`config.mk`:
```
export PLATFORM = sky130hd
export DESIGN_NAME = sm_imem_loader
export DESIGN_NICKNAME = d
export VERILOG_FILES = /design/src/rtl/sm_loader_pkg.sv /design/src/rtl/sm_imem_loader.sv
export SDC_FILE = /design/constraint.sdc
export NUM_CORES = 1
export LEC_CHECK = 0
export ABC_AREA = 0
export CAP_MARGIN = 5
export CORE_ASPECT_RATIO = 1.25
export CORE_MARGIN = 2
export CORE_UTILIZATION = 25
export CTS_CLUSTER_DIAMETER = 80
export DETAILED_ROUTE_END_ITERATION = 8
export PLACE_DENSITY = 0.44
export SLEW_MARGIN = 20
export SYNTH_ARGS = -nofsm -noshare
export SYNTH_HDL_FRONTEND = slang
export SYNTH_SLANG_ARGS = --single-unit
```
`constraint.sdc`:
```
create_clock -name clk -period 5.4 [get_ports clk]
set_clock_uncertainty 0.1 [all_clocks]
set_input_delay 1.62 -clock clk [delete_from_list [all_inputs] [get_ports clk]]
set_output_delay 1.62 -clock clk [all_outputs]
set_load 0.005 [all_outputs]
```
`src/rtl/sm_loader_pkg.sv`:
```
// Shared constants for the instruction-memory loader.
//   sync_byte  : first byte of every load frame
//   bcast_node : node byte that addresses every node at once
//   state_t    : loader FSM state encoding
package sm_loader_pkg;

  localparam logic [7:0] SYNC_BYTE  = 8'hA5;
  localparam logic [7:0] BCAST_NODE = 8'hFF;

  typedef enum logic [2:0] {
    S_SYNC   = 3'd0,
    S_NODE   = 3'd1,
    S_CNT_LO = 3'd2,
    S_CNT_HI = 3'd3,
    S_DATA   = 3'd4,
    S_CSUM   = 3'd5
  } state_t;

endpackage

```
`src/rtl/sm_imem_loader.sv`:
```
// sm_imem_loader: fills one node's writable instruction memory from a byte stream.
//
// Frame: A5, node, cnt_lo, cnt_hi, 4*cnt data bytes (little-endian words), csum
// where csum is the XOR of all data bytes. The node's core is held in reset
// until a frame addressed to it (node == NODE_ID or FF) completes with a good
// checksum.
//
// Byte stream handshake: a byte transfers on a rising edge where
// in_valid & in_ready are both 1. The source must hold in_data stable while
// in_valid=1 and in_ready=0. in_ready is 0 during reset, the first cycle after
// it, and in every imem_we cycle.
//
// Ports:
//   clk, rst   clock, asynchronous active-high reset
//   in_valid   byte stream valid
//   in_data    byte stream data
//   in_ready   loader accepts a byte this cycle
//   imem_we    one-cycle write strobe per completed word
//   imem_addr  word address (0, 1, 2, ... within a frame)
//   imem_wd    word data
//   cpu_hold   1 keeps this node's core in reset
//   load_done  one-cycle pulse after a good frame for this node
//   load_err   sticky error, cleared by the next sync byte
module sm_imem_loader
  import sm_loader_pkg::*;
#(
  parameter int SIZE    = 64,
  parameter int NODE_ID = 0,
  parameter int ADDR_W  = $clog2(SIZE)
) (
  input  logic              clk,
  input  logic              rst,
  input  logic              in_valid,
  input  logic [7:0]        in_data,
  output logic              in_ready,
  output logic              imem_we,
  output logic [ADDR_W-1:0] imem_addr,
  output logic [31:0]       imem_wd,
  output logic              cpu_hold,
  output logic              load_done,
  output logic              load_err
);

  localparam logic [15:0] SIZE16 = 16'(SIZE);
  localparam logic [7:0]  NODE8  = 8'(NODE_ID);

  state_t      state;
  logic        match;
  logic [7:0]  cnt_lo;
  logic [15:0] cnt;
  logic [15:0] word_cnt;
  logic [1:0]  byte_k;
  logic [31:0] shift;
  logic [7:0]  acc;

  logic        accept;
  logic        node_hit;
  logic [15:0] cnt_new;
  logic [31:0] word;

  assign accept   = in_valid & in_ready;
  assign node_hit = (in_data == NODE8) || (in_data == BCAST_NODE);
  assign cnt_new  = {in_data, cnt_lo};
  // Bytes enter at the top and shift down, so after three bytes shift[31:8]
  // holds b2:b1:b0 and the fourth byte completes the little-endian word.
  assign word     = {in_data, shift[31:8]};

  always_ff @(posedge clk or posedge rst) begin
    if (rst) begin
      state     <= S_SYNC;
      match     <= 1'b0;
      cnt_lo    <= 8'd0;
      cnt       <= 16'd0;
      word_cnt  <= 16'd0;
      byte_k    <= 2'd0;
      shift     <= 32'd0;
      acc       <= 8'd0;
      in_ready  <= 1'b0;
      imem_we   <= 1'b0;
      imem_addr <= '0;
      imem_wd   <= 32'd0;
      cpu_hold  <= 1'b1;
      load_done <= 1'b0;
      load_err  <= 1'b0;
    end else begin
      imem_we   <= 1'b0;
      load_done <= 1'b0;
      in_ready  <= 1'b1;
      if (accept) begin
        case (state)
          S_SYNC: begin
            if (in_data == SYNC_BYTE) begin
              load_err <= 1'b0;
              state    <= S_NODE;
            end
          end
          S_NODE: begin
            match <= node_hit;
            if (node_hit) cpu_hold <= 1'b1;
            state <= S_CNT_LO;
          end
          S_CNT_LO: begin
            cnt_lo <= in_data;
            state  <= S_CNT_HI;
          end
          S_CNT_HI: begin
            cnt      <= cnt_new;
            word_cnt <= 16'd0;
            byte_k   <= 2'd0;
            acc      <= 8'd0;
            // Oversized frames are still consumed byte for byte so the
            // stream stays framed, but nothing is written.
            if (cnt_new > SIZE16) begin
              load_err <= 1'b1;
              match    <= 1'b0;
            end
            state <= (cnt_new == 16'd0) ? S_CSUM : S_DATA;
          end
          S_DATA: begin
            acc    <= acc ^ in_data;
            byte_k <= byte_k + 2'd1;
            shift  <= word;
            if (byte_k == 2'd3) begin
              if (match) begin
                imem_we   <= 1'b1;
                imem_addr <= word_cnt[ADDR_W-1:0];
                imem_wd   <= word;
                // Bubble: no byte is taken during the write cycle.
                in_ready  <= 1'b0;
              end
              word_cnt <= word_cnt + 16'd1;
              if (word_cnt + 16'd1 == cnt) state <= S_CSUM;
            end
          end
          S_CSUM: begin
            if (match) begin
              if (in_data == acc) begin
                load_done <= 1'b1;
                cpu_hold  <= 1'b0;
              end else begin
                load_err <= 1'b1;
              end
            end
            state <= S_SYNC;
          end
          default: state <= S_SYNC;
        endcase
      end
    end
  end

endmodule

```
### Word-level counts from Yosys, hierarchy flattened

Cells that the tools add are included.

* flip-flop bits (word level): 129
* bits of input ports: 11

* add/sub/neg operators: 2
* reduce and logical (&&, ||, !) cells: 18
* bitwise operators: 2
* order comparisons: 1
* multiplexer cells: 32
* equal/unequal tests: 18

Operator list (count)
* $pmux 16 s2: 1
* $mux 1: 21
* $add 16x1->16 const B: 1
* $eq 16x16->1: 1
* $eq 8x8->1 const B: 2
* $gt 16x7->1 const B: 1
* $logic_not 16->1: 1
* $mux 16: 1
* $ne 2x2->1 const B: 8
* $pmux 8 s2: 1
* $pmux 3 s5: 1
* $mux 3: 3
* $eq 8x8->1: 1
* $logic_not 8->1: 1
* $reduce_and 2->1: 4
* $reduce_and 4->1: 2
* $xor 8x8->8: 1
* $eq 3x2->1 const B: 2
* $eq 3x3->1 const B: 2
* $reduce_and 3->1: 2
* $reduce_and 6->1: 1
* $reduce_bool 2->1: 3
* $reduce_and 5->1: 1
* $pmux 1 s2: 2
* 9 further kinds: 9

### Logic depth before layout (Yosys ltp)

* depth after elaboration: 5
* gate-level depth with buffers: 8

### Worst setup path before layout

OpenSTA, ideal clock, no wires.

* path type: input to register
* start: input in_data[3]
* end: register load_err
* arrival: 3.019 ns
* stages: 7
* buffers on the path: 1
* data required time: 5.180 ns
* setup slack: 2.161 ns
* library setup time: 0.120 ns
* cell sequence: buf_2 -> or4_4 -> nand2b_1 -> nor2_1 -> a31o_2 -> a21oi_1 -> o22a_2

* word-level cells in the longest chain between the ends: 3
* elaborated cells between the ends (all ways): 7
* those cells by class: order compare (1); eq/ne (5); reduce/logical (1)

RTL lines
* from (decl): RTL line sm_imem_loader.sv:34 `input logic [7:0] in_data,`
* $gt 16x7->1 (tied with other cells): RTL line sm_imem_loader.sv:113 `if (cnt_new > SIZE16) begin`
* $ne 2x2->1 (no line)
* $reduce_and 6->1 (no line) *
* to (signal assigned): RTL line sm_imem_loader.sv:93 `load_err <= 1'b0;`
* to (signal assigned): RTL line sm_imem_loader.sv:114 `load_err <= 1'b1;`
* to (signal assigned): RTL line sm_imem_loader.sv:141 `load_err <= 1'b1;`
* to (decl): RTL line sm_imem_loader.sv:41 `output logic load_err`

Mark *: on every way between the ends. The rest lies on a longest branch, timed or not.
A chain may end at the register's enable or synchronous reset.

### Final worst setup path

* start: input in_data[1]
* end: register state[0]

* word-level cells in the longest chain between the ends: 3
* elaborated cells between the ends (all ways): 6
* those cells by class: eq/ne (2); mux (2); reduce/logical (2)

RTL lines
* $logic_not 16->1 or $eq 8x8->1 (tied branches): RTL line sm_imem_loader.sv:117, sm_imem_loader.sv:92
* $mux 1 or $ne 2x2->1 (tied branches)
* $pmux 3 s5 or $reduce_and 4->1 (tied branches)
* to (signal assigned): RTL line sm_imem_loader.sv:117 `state <= (cnt_new == 16'd0) ? S_CSUM : S_DATA;`
* to (decl): RTL line sm_imem_loader.sv:47 `state_t state;`

Several ways; a longest one is shown, not always the timed one.

==> run_results.csv <==
group,metric,value,unit
grt,grt_util_met3,0.0246,
power,ir_drop,208,uV
power,p_leak,3.22,nW
placement,dpl.hpwl,9380,um
layout,layout-drive-gt1-share,0.205,
clock_tree,cts_setup_buffers,0,
timing,tightest_slew,0.879,ns
clock_tree,cts_hold_repair.buffers,0,
layout,mostFrequentLayoutCells,"120 x dfrtp_1, 95 x nand2_1, 53 x clkdlybuf4s50_1, 47 x o21ai_0, 38 x mux2_4",
worst_setup_path,r2r.worst_path.cells,7,
grt,grt_max_degree,69,
detailed_routing,first_pass_iters,4,
worst_setup_path,critPathArrivalTime,3.87,ns
logic_synthesis,synth-main-ff-cell,"dfrtp_1",
grt,grt_util_met1,0.145,
floorplan,std_cell_rows,62,
worst_setup_path,worstPathMaxFanout,8,
hold_path,hold_depth,2,
floorplan,io_pins,54,
clock_tree,post_cts_resized,0,
power,p_per_area,420,nW/um^2
logic_synthesis,ys_ff_latch,121,
grt,grt_pass1_vias,4102,
logic_synthesis,async_reset_ff_frac,1.00,
detailed_routing,wl,13900,um
detailed_routing,drc,0,
worst_setup_path,cp.required,5.61,ns
placement,port_buffers,53,
floorplan,die_w,140,um
floorplan,die_area,24300,sq um
hold_path,hp-class,"reg -> reg",
grt,antenna_found_initial,0,
layout,final_nets,576,
detailed_routing,viasPerCell,4.57,
logic_synthesis,syn_inst,519,
timing,hold_viol,0,
floorplan,die_y,174,um
grt,grt_first_pass_wirelength,22900,um
timing,maxSlewHeadroom,0.412,
detailed_routing,post_drt_wl_per_cell,16.1,um
timing,slew_viol_final,0,
worst_setup_path,setup.worst_path.class,"in -> reg",
placement,place_congestion,0.822,
grt,use_met2,0.211,
grt,gr-max-usage-layer,"met2",
placement,dpl_cell_area,6510,sq um
clock_tree,clk_pin_slew,0.06,ns
timing,tns,0,ns
grt,grtUsageTotal,0.121,
clock_tree,htreeDepth,4,
logic_synthesis,postSynthNetCount,532,
floorplan,initial_core_util,0.253,
layout,diodes,0,
logic_synthesis,ys_seq_area_frac,0.526,
logic_synthesis,syn-cell-area,5760,sq um
timing,finalSetupViolCount,0,
worst_setup_path,cp-end-kind,"flip-flop",
logic_synthesis,ys_types,57,
clock_tree,cts_buffers,17,
layout,design_area,7100,sq um
clock_tree,cts.sinks,121,
logic_synthesis,synth_edf_count,0,
grt,overflow,0,
layout,layout_commonest_cell,"dfrtp_1",
clock_tree,clk_latency,0.42,ns
detailed_routing,dr_total_vias,3952,
timing,period_share,0.677,
logic_synthesis,yosysWarnings,0,
detailed_routing,drt-initial-drc-count,244,
timing,period_needed,3.66,ns
status,status,"finished, final reports clean",
timing,fmax,0.273,GHz
worst_setup_path,start_kind,"input pin",
detailed_routing,antenna_left,0,
clock_tree,clk_path_buf_depth,2,
timing,rsz0062_at_grt,"no",
run,maxCapViolations,0,
floorplan,core_area,22800,sq um
logic_synthesis,syn_avg_cell_area,11.1,sq um
clock_tree,cts_tree,"yes",
layout,area_delta_synth_final,23.3,%
clock_tree,cts_root_buffer,"clkbuf_16",
stage by stage:
step                      utilization  power [mW]  hold slack (ns)  std cells  setup WS [ns]
after floorplan                     -        1.69            0.346        519          0.467
after global placement          0.285        1.85            0.366        832           1.24
after detailed placement        0.285        1.86            0.374        832           1.24
after CTS                       0.311        3.02            0.389        864           1.68
after global routing            0.311        3.15            0.412        864           1.48
final                           0.311        2.98            0.379        864           1.74
flip-flops by register name (all words and copies together), names as in the netlist, 3 cells and up:
signal and count:
shift 24, cnt_lo 8, word_cnt 16, state 3
imem_wd 32, cnt 16, acc 8, imem_addr 6
power by group:
part           internal [mW]  leakage [nW]  switching [mW]  total, mW
combinational          0.269          1.32           0.266      0.536
clock                  0.688         0.289           0.454       1.14
sequential              1.10          1.61           0.201       1.30
layout make-up:
type	count	area, sq um
multi-input cells	358	2510
clock buffers	17	425
well taps	288	360
fillers	2322	15700
inverters	6	25.0
flip-flops and latches	121	3030
clock inverters	15	165
repair buffers	59	588
worst max-delay path: stages:
cell	delay (ns)
clkdlybuf4s50_1	0.66
or4_4	0.66
o21bai_4	0.17
nand3b_2	0.15
a221oi_2	0.21
nand4_1	0.13
o31ai_2	0.28
per-layer routing:
metal	vias up	routed length, um
met5	-	0
met3	17	399
met1	1974	5970
met2	72	7370
met4	0	191
li1	1889	-
kinds of logic after synthesis:
group                    share of synthesized area
AND/OR/NAND/NOR                              0.150
multiplexers                                 0.150
adder cells (fa/ha/maj)                    0.00434
AO/OA/AOI/OAI                               0.0923
XOR/XNOR                                    0.0395
buffers and inverters                       0.0389
flip-flops                                   0.526
cells in the mapped netlist, drive strengths merged (2+ instances only):
cell type	number	area share
dfrtp	120	0.52
nand2	98	0.065
mux2	63	0.15
o21ai	47	0.041
nor2	31	0.021
buf	18	0.024
xnor2	17	0.026
clkbuf	16	0.011
nand3	10	0.0087
nand4	10	0.011
xor2	9	0.014
a21oi	7	0.0061
inv	6	0.0039
nor3	5	0.0091
o31ai	5	0.0074
o41ai	5	0.0076
or3	5	0.0054
nor4	4	0.0043
and4	3	0.0046
nand2b	3	0.0033
o21a	3	0.0039
or4	3	0.0046
a311oi	2	0.0030
and2	2	0.0022
and3	2	0.0022
ha	2	0.0043
nand3b	2	0.0033
nor2b	2	0.0022
nor3b	2	0.0026
o21bai	2	0.0046
final timing paths:
path                       slack (ns)         from         to
max                              1.74   in_data[1]   state[0]
min                              0.38     shift[9]   shift[9]
max reg2reg                      2.63  word_cnt[1]   state[0]
min reg2reg                      0.38     shift[9]   shift[9]
max in group asynchronous        2.81          rst  byte_k[0]
min in group asynchronous        1.56          rst    imem_we
No activity file was read; power rests on OpenSTA's default activity.
